**src/rtl/uart_pkg.sv**
```systemverilog
// Shared types, CSR bit positions and baud helper for the UART transmitter.
package uart_pkg;

  typedef enum logic [2:0] {IDLE, START, DATA, PARITY, STOP} uart_tx_state_e;

  localparam int CSR_BUSY_BIT  = 0;
  localparam int CSR_FULL_BIT  = 1;
  localparam int CSR_EMPTY_BIT = 2;
  localparam int CSR_OVF_BIT   = 3;
  localparam int CSR_LEVEL_LSB = 4;

  function automatic int clks_per_bit(input int clk_hz, input int baud);
    return clk_hz / baud;
  endfunction

endpackage

```
**src/rtl/uart_tx_fifo.sv**
```systemverilog
// Small synchronous FIFO with first-word fall-through output; push while full
// is accepted when a pop happens in the same cycle.
module uart_tx_fifo #(
  parameter int WIDTH = 8,
  parameter int DEPTH = 4,
  localparam int PW = $clog2(DEPTH),
  localparam int LW = $clog2(DEPTH + 1)
) (
  input  logic             clk,
  input  logic             rst,
  input  logic             push,
  input  logic             pop,
  input  logic [WIDTH-1:0] din,
  output logic [WIDTH-1:0] dout,
  output logic             full,
  output logic             empty,
  output logic [LW-1:0]    level
);

  logic [WIDTH-1:0] mem [DEPTH];
  logic [PW-1:0]    wr_ptr;
  logic [PW-1:0]    rd_ptr;
  logic             do_push;
  logic             do_pop;

  assign full    = (level == LW'(DEPTH));
  assign empty   = (level == '0);
  assign do_pop  = pop && !empty;
  assign do_push = push && (!full || do_pop);
  assign dout    = mem[rd_ptr];

  always_ff @(posedge clk) begin
    if (!rst) begin
      wr_ptr <= '0;
      rd_ptr <= '0;
      level  <= '0;
    end else begin
      if (do_push) wr_ptr <= wr_ptr + PW'(1);
      if (do_pop)  rd_ptr <= rd_ptr + PW'(1);
      if (do_push && !do_pop)      level <= level + LW'(1);
      else if (do_pop && !do_push) level <= level - LW'(1);
    end
  end

  always_ff @(posedge clk) begin
    if (do_push) mem[wr_ptr] <= din;
  end

endmodule

```
**src/rtl/uart_tx_core.sv**
```systemverilog
// Memory-mapped 8N1 UART transmitter with TX FIFO and 32-bit status CSR.
// Define UART_TX_PARITY_EN to insert an even-parity bit (8E1 frame).
module uart_tx_core
  import uart_pkg::*;
#(
  parameter int CLK_HZ     = 12_000_000,
  parameter int BAUD       = 115_200,
  parameter int FIFO_DEPTH = 4
) (
  input  logic        clk,
  input  logic        rst,
  input  logic        wr_en,
  input  logic [7:0]  wr_data,
  input  logic        clr_ovf,
  output logic        tx_ready,
  output logic [31:0] csr,
  output logic        usb_tx
);

  localparam int CLKS_PER_BIT = clks_per_bit(CLK_HZ, BAUD);
  localparam int CNT_W        = $clog2(CLKS_PER_BIT);
  localparam int LW           = $clog2(FIFO_DEPTH + 1);
  localparam logic [CNT_W-1:0] CNT_RELOAD = CNT_W'(CLKS_PER_BIT - 1);

  if (CLKS_PER_BIT < 2) begin : g_bad_baud
    $error("uart_tx_core: CLK_HZ/BAUD must be at least 2");
  end
  if (FIFO_DEPTH < 2 || FIFO_DEPTH > 8 || (FIFO_DEPTH & (FIFO_DEPTH - 1)) != 0) begin : g_bad_depth
    $error("uart_tx_core: FIFO_DEPTH must be a power of two in 2..8");
  end

  uart_tx_state_e   state, state_next;
  logic [CNT_W-1:0] cnt, cnt_next;
  logic [2:0]       bit_idx, bit_next;
  logic [7:0]       shift, shift_next;
  logic             tx_next;
  logic             ovf;
  logic             pop;
  logic             bit_end;
  logic [7:0]       fifo_dout;
  logic             fifo_full;
  logic             fifo_empty;
  logic [LW-1:0]    fifo_level;
`ifdef UART_TX_PARITY_EN
  logic             par, par_next;
`endif

  uart_tx_fifo #(.WIDTH(8), .DEPTH(FIFO_DEPTH)) u_fifo (
    .clk   (clk),
    .rst   (rst),
    .push  (wr_en),
    .pop   (pop),
    .din   (wr_data),
    .dout  (fifo_dout),
    .full  (fifo_full),
    .empty (fifo_empty),
    .level (fifo_level)
  );

  assign bit_end = (cnt == '0);

  always_comb begin
    state_next = state;
    cnt_next   = cnt;
    bit_next   = bit_idx;
    shift_next = shift;
    tx_next    = 1'b1;
    pop        = 1'b0;
`ifdef UART_TX_PARITY_EN
    par_next   = par;
`endif
    case (state)
      IDLE:  pop = !fifo_empty;
      START: if (bit_end) begin
        state_next = DATA;
        bit_next   = '0;
      end
      DATA: if (bit_end) begin
        if (bit_idx == 3'd7) begin
`ifdef UART_TX_PARITY_EN
          state_next = PARITY;
`else
          state_next = STOP;
`endif
        end else begin
          bit_next   = bit_idx + 3'd1;
          shift_next = {1'b0, shift[7:1]};
        end
      end
`ifdef UART_TX_PARITY_EN
      PARITY: if (bit_end) state_next = STOP;
`endif
      STOP: if (bit_end) begin
        if (!fifo_empty) pop = 1'b1;
        else             state_next = IDLE;
      end
      default: state_next = IDLE;
    endcase

    // A pop (from IDLE or the last STOP cycle) always starts a fresh frame.
    if (pop) begin
      state_next = START;
      shift_next = fifo_dout;
`ifdef UART_TX_PARITY_EN
      par_next   = ^fifo_dout;
`endif
    end

    if (pop || (bit_end && state != IDLE)) cnt_next = CNT_RELOAD;
    else if (state != IDLE)                cnt_next = cnt - CNT_W'(1);

    // Line level follows the next state so usb_tx is a plain flop.
    case (state_next)
      START:   tx_next = 1'b0;
      DATA:    tx_next = shift_next[0];
`ifdef UART_TX_PARITY_EN
      PARITY:  tx_next = par_next;
`endif
      default: tx_next = 1'b1;
    endcase
  end

  always_ff @(posedge clk) begin
    if (!rst) begin
      state   <= IDLE;
      cnt     <= '0;
      bit_idx <= '0;
      shift   <= '0;
      usb_tx  <= 1'b1;
      ovf     <= 1'b0;
`ifdef UART_TX_PARITY_EN
      par     <= 1'b0;
`endif
    end else begin
      state   <= state_next;
      cnt     <= cnt_next;
      bit_idx <= bit_next;
      shift   <= shift_next;
      usb_tx  <= tx_next;
`ifdef UART_TX_PARITY_EN
      par     <= par_next;
`endif
      if (wr_en && fifo_full && !pop) ovf <= 1'b1;
      else if (clr_ovf)               ovf <= 1'b0;
    end
  end

  assign tx_ready = !fifo_full;

  always_comb begin
    csr                         = '0;
    csr[CSR_BUSY_BIT]           = (state != IDLE);
    csr[CSR_FULL_BIT]           = fifo_full;
    csr[CSR_EMPTY_BIT]          = fifo_empty;
    csr[CSR_OVF_BIT]            = ovf;
    csr[CSR_LEVEL_LSB +: 4]     = 4'(fifo_level);
  end

endmodule

```
**config.mk**
```make
export PLATFORM = sky130hd
export DESIGN_NAME = uart_tx_core
export DESIGN_NICKNAME = d
export VERILOG_FILES = /design/src/rtl/uart_pkg.sv /design/src/rtl/uart_tx_fifo.sv /design/src/rtl/uart_tx_core.sv
export SDC_FILE = /design/constraint.sdc
export NUM_CORES = 1
export LEC_CHECK = 0
export ABC_AREA = 1
export CORE_ASPECT_RATIO = 0.7
export CORE_UTILIZATION = 58
export DETAILED_ROUTE_END_ITERATION = 10
export HOLD_SLACK_MARGIN = 0.12
export PLACE_DENSITY = 0.85
export SETUP_SLACK_MARGIN = 0.05
export SYNTH_ARGS = -nofsm -noshare
export SYNTH_HDL_FRONTEND = slang
export SYNTH_SLANG_ARGS = --single-unit
```
**constraint.sdc**
```tcl
create_clock -name clk -period 4.4 [get_ports clk]
set_input_delay 0.66 -clock clk [delete_from_list [all_inputs] [get_ports clk]]
set_output_delay 0.66 -clock clk [all_outputs]
set_load 0.01 [all_outputs]
```
== Word level (Yosys, flattened, before mapping) ==
Memories as Yosys holds them, arrays and structs flattened. A register that Yosys moved wholly into a read port is not among the register bits.
Index checks and enable logic that the tools add are counted.
Word-level totals
  word-level logic and storage cells: 86
  bits in writable memories: 32
  memories kept: 1
  flip-flop bits (word level): 30
  input port bits: 12
Cells by class
  muxes and demuxes: 29
  $add $sub $neg: 6
  bitwise logic cells: 1
  equal/unequal tests: 11
  reductions and logical operators: 27
Memories
  u_fifo.mem: words 4, bits a word 8, read ports 1, clocked after memory_dff 1, write ports 1, RTL line uart_tx_fifo.sv:20  | logic [WIDTH-1:0] mem [DEPTH];
Operators by type and width (count)
  2-to-1 mux 3 bit: 11
  2-to-1 mux 8 bit: 4
  2-to-1 mux 7 bit: 2
  one-hot mux 3 bit (4 select lines): 1
  nonzero test 2 bit: 6
  == test 3 bit, second input constant: 3
  != test 2 bit, second input constant: 4
  logical AND 1 bit: 7
  logical NOT 7 bit: 1
  subtractor 7 x 1 -> 7 bit, second input constant: 1
  adder 3 x 1 -> 3 bit, second input constant: 2
  == test 3 x 1 -> 1 bit, second input constant: 2
  == test 3 x 2 -> 1 bit, second input constant: 2
  logical NOT 3 bit: 2
  2-to-1 mux 1 bit: 6
  one-hot mux 3 bit (2 select lines): 1
  logical NOT 1 bit: 5
  adder 2 x 1 -> 2 bit, second input constant: 2
  2-to-1 mux 2 bit: 2
  one-hot mux 1 bit (2 select lines): 2
  AND reduction 4 bit: 1
  AND reduction 3 bit: 1
  nonzero test 3 bit: 1
  subtractor 3 x 1 -> 3 bit, second input constant: 1
  3 further kinds: 4

== Depth between registers and ports, before layout ==
  depth in word-level cells: 11
  mapped depth: 18
  gate-level depth less buffers: 18

== Modules after synthesis ==
From an unflattened synthesis, not the netlist that was laid out.
Second synthesis, totals
  cells, all modules: 351
  area, all modules: 3155.5 µm²
By module, submodules not included
  uart_tx_fifo: area an instance 1702.9 µm², times used 1, cells an instance 148
  uart_tx_core: area an instance 1452.6 µm², times used 1, cells an instance 203

== Worst setup path before layout ==
No wires, ideal clock.
  path kind: register -> register
  from: register cnt[0]
  to: register u_fifo.level[2]
  data arrival time: 2.048 ns
  path slack: 2.282 ns
  stages on the path, launching flop included: 19
  cell sequence: dfxtp_1 > inv_1 > ha_1 > inv_2 > nor2_2 > nand3_2 > nand2_4 > nand2_2 > nand2_4 > nand2_4 > clkinv_2 > ha_1 > inv_1 > fa_1 > nor2_1 > nor2_1 > nand2_1 > o21ai_0 > a21oi_1
On the way
  cells in the longest elaborated chain, start to end: 9
Ends and longest elaborated chain
  start, declared: RTL line uart_tx_core.sv:33  | logic [CNT_W-1:0] cnt, cnt_next;
  start signal, assigned: RTL line uart_tx_core.sv:136  | cnt <= cnt_next;
  logical NOT 7 bit (*): RTL line uart_tx_core.sv:60  | assign bit_end = (cnt == '0);
  2-to-1 mux 1 bit (*): RTL line uart_tx_core.sv:93  | STOP: if (bit_end) begin
  one-hot mux 1 bit (2 select lines) (*): RTL line uart_tx_core.sv:72  | case (state)
  logical AND 1 bit (*): RTL line uart_tx_fifo.sv:28  | assign do_pop = pop && !empty;
  logical OR 1 bit (*): RTL line uart_tx_fifo.sv:29  | assign do_push = push && (!full || do_pop);
  logical AND 1 bit (*): RTL line uart_tx_fifo.sv:29
  via u_fifo.do_push: RTL line uart_tx_fifo.sv:23  | logic do_push;
  logical NOT 1 bit: RTL line uart_tx_fifo.sv:41  | else if (do_pop && !do_push) level <= level - LW'(1);
  logical AND 1 bit: RTL line uart_tx_fifo.sv:41
  nonzero test 2 bit (no line)
  end signal, assigned: RTL line uart_tx_fifo.sv:40  | if (do_push && !do_pop) level <= level + LW'(1);
  end signal, assigned: RTL line uart_tx_fifo.sv:41
  end, declared: RTL line uart_tx_fifo.sv:17  | output logic [LW-1:0] level
Mark *: on every way through the listed nets, which the timed path passes. The rest lies on a longest branch.
A chain may end at the register's enable or synchronous reset.

== Worst setup path in the final report ==
Same ends and word-level chain as after synthesis.

==> impl_metrics.py <==
metrics = {
    "setup_path": {
        "r2r_setup_slack_ns": 1.97,
        "critPathMostFrequentCell": "nand2_4",
        "required_ns": 4.68,
        "slowest_delay_ns": 0.39,
        "critPathBufInv": 4,
        "crit_family": "simple AND/OR/NAND/NOR gates",
        "critPathCaptureType": "flop",
        "start_kind": "flop",
        "crit_slowest_cell": "fa_1",
        "arrival_ns": 2.71,
        "crit_type": "reg2reg",
        "crit_fanout": 5,
        "path_cells": "inv_1 > ha_1 > inv_2 > nor2_2 > nand3_2 > nand2_4 > nand2_2 > nand2_4 > nand2_4 > clkinv_2 > ha_1 > inv_1 > fa_1 > nor2_1 > nor2_1 > nand2_1 > o21ai_0 > a21oi_1",
    },
    "outcome": {
        "status": "finished clean",
    },
    "synth": {
        "synth_area_um2": 3090,
        "synth.top_cell.area_share": 0.311,
        "yosysWarningCount": 0,
        "yosysTopAreaCell": "edfxtp_1",
        "syn_inst": 339,
        "synth_cell_type_count": 36,
        "synth.area.top_cells": "edfxtp_1, dfxtp_1, buf_4",
        "ys_seq_area_frac": 0.518,
        "syn_area_per_cell_um2": 9.13,
        "ys_ff_latch": 64,
    },
    "route": {
        "wl_mm": 5.56,
        "num_vias": 2168,
        "final_antenna_net_count": 0,
        "dr.pass1.iters": 4,
        "first_iter_violations": 166,
        "wl_per_cell_um": 12.8,
        "drc": 0,
        "via_per_inst": 5.01,
    },
    "floorplan": {
        "initial_utilization": 0.626,
        "dieArea_um2": 5640,
        "die_w_um": 89.3,
        "ios": 46,
        "num_rows": 21,
        "core-area_um2": 4940,
        "die_h_um": 63.1,
    },
    "finish": {
        "final_cell_mix": "nor2_1, nand2_1, inv_1",
        "layout-drive-gt1-share": 0.115,
        "area_growth_pct": 10.5,
        "fin_util": 0.692,
        "finalNetCount": 380,
        "final_common_cell": "nor2_1",
        "antenna_cells": 0,
    },
    "sta": {
        "worst_slew_pin_slew_ns": 0.762,
        "rsz0062_at_grt": "false",
        "maxSlewViolCount": 0,
        "finalSetupTns_ns": 0,
        "max_clock_freq_mhz": 411,
        "skew_ns": 0.00627,
        "setup_viol": 0,
        "max_slew_margin": 0.490,
        "period_needed_ns": 2.43,
        "post-route-period-util": 0.553,
        "finalHoldViolCount": 0,
    },
    "worst_hold_path": {
        "min_path_type": "reg2reg",
    },
    "cts": {
        "clock_latency_ns": 0.34,
        "htree_levels": 3,
        "cts_resized": 0,
        "cts_tree": "done",
        "cts_hold_buf": 0,
        "cts.sinks": 64,
        "cts-root-buf": "clkbuf_8",
        "cts_max_path_buffers": 2,
        "clk_pin_slew_ns": 0.07,
        "cts_buffers": 9,
        "cts_setup_buffers": 0,
    },
    "power_and_ir_drop": {
        "power_density_nw_per_um2": 664,
        "leakage_nw": 1.42,
        "peakVddDrop_mv": 0.415,
    },
    "global_routing": {
        "grt_pass1_wl_mm": 9.47,
        "grt-ovfl-total": 0,
        "antenna_found_initial": 0,
        "grt_pass1_vias": 2001,
        "grt_usage": 0.230,
        "grt_max_degree": 18,
    },
    "job": {
        "drv_cap": 0,
    },
    "placed_design": {
        "place_congestion": 0.846,
        "dp_hpwl_mm": 3.85,
        "io_buffers": 20,
    },
}
==> cell families after synthesis <==
| logic type | after synthesis | share of synthesized area |
|---|---|---|
| compound gates | 56 | 0.0987 |
| xor+xnor | 5 | 0.0142 |
| simple gates | 128 | 0.197 |
| fa+ha+maj | 9 | 0.0388 |
| flops | 64 | 0.518 |
| buf+inv | 76 | 0.133 |
| other cells | 1 | 0.00121 |
==> state kept, by name, summed over array words and instances, names as in the netlist, named ones only <==
name	count
u_fifo.rd_ptr	2
u_fifo.level	3
u_fifo.mem	32
u_fifo.wr_ptr	2
cnt	7
state	3
bit_idx	3
shift	8
ovf	1
usb_tx	1
==> routing by layer <==
metal	vias up	track usage	share of wire
met4	0	0.0714	0.013
met5	-	0	0
met1	981	0.319	0.46
met2	84	0.339	0.44
li1	1093	-	-
met3	10	0.0799	0.086
==> where the power goes <==
| group | leakage (nW) | internal, mW | switching (mW) |
|---|---|---|---|
| registers | 0.557 | 0.760 | 0.106 |
| clock network | 0.0964 | 0.267 | 0.244 |
| logic | 0.765 | 0.328 | 0.567 |
==> cell usage after synthesis <==
cell and instances:
nand2_1 42, buf_4 28, nand4_1 1, o22ai_1 7, o31ai_1 1, nand3b_1 1, xor2_1 5, clkinv_2 2
nor2_4 3, o21ai_1 5, conb_1 1, nand3_2 1, and3_1 1, edfxtp_1 32, nand2_4 4, o21ai_0 27
nor3_2 1, inv_2 4, fa_1 1, ha_1 8, nand3_4 1, nor2_1 49, clkbuf_1 2, nor2_2 4
a21oi_1 12, inv_1 35, and2_1 1, nand3_1 14, nand2_2 3, buf_6 2, buf_2 2, dfxtp_1 32
clkbuf_2 1, a211oi_1 1, o21ai_2 3, nor3_1 2
==> area by class of cell <==
type	count	area (um2)
sequential	64	1600
tap	69	86.3
clock inverter	7	80.1
fill	365	1520
inverter	41	156
clock buffer	9	124
multi-input combinational	223	1170
timing repair buffer	20	200
==> metrics by stage <==
| stage | worst slack [ns] | hold slack, ns | cells | power [mW] | instance area [um2] |
|---|---|---|---|---|---|
| after global placement | 1.98 | 0.447 | 417 | 1.72 | 3220 |
| after detailed placement | 1.91 | 0.450 | 417 | 1.76 | 3220 |
| after global routing | 1.70 | 0.484 | 433 | 2.45 | 3420 |
| after floorplan | 2.28 | 0.422 | 363 | 1.56 | 3180 |
| after CTS | 1.96 | 0.460 | 433 | 2.27 | 3420 |
| final | 1.97 | 0.458 | 433 | 2.27 | 3420 |
==> worst register-to-register path: stages, from the launching register on <==
cell      delay, ns
dfxtp_1        0.32
inv_1          0.07
ha_1           0.23
inv_2          0.07
nor2_2         0.10
nand3_2        0.12
nand2_4        0.12
nand2_2        0.08
nand2_4        0.09
nand2_4        0.07
clkinv_2       0.06
ha_1           0.13
inv_1          0.07
fa_1           0.39
nor2_1         0.11
nor2_1         0.05
nand2_1        0.07
o21ai_0        0.07
a21oi_1        0.15
==> path summary, 6_finish.rpt <==
| kind | from | to | cells after the start |
|---|---|---|---|
| hold / removal | cnt[0]$_SDFFE_PN0P_ | cnt[0]$_SDFFE_PN0P_ | 1 |
| hold reg to reg | cnt[0]$_SDFFE_PN0P_ | cnt[0]$_SDFFE_PN0P_ | 1 |
| setup / recovery | cnt[0]$_SDFFE_PN0P_ | u_fifo.level[2]$_SDFFE_PN0P_ | 18 |
| setup reg to reg | cnt[0]$_SDFFE_PN0P_ | u_fifo.level[2]$_SDFFE_PN0P_ | 18 |
Power figures use the tool's default switching activity.
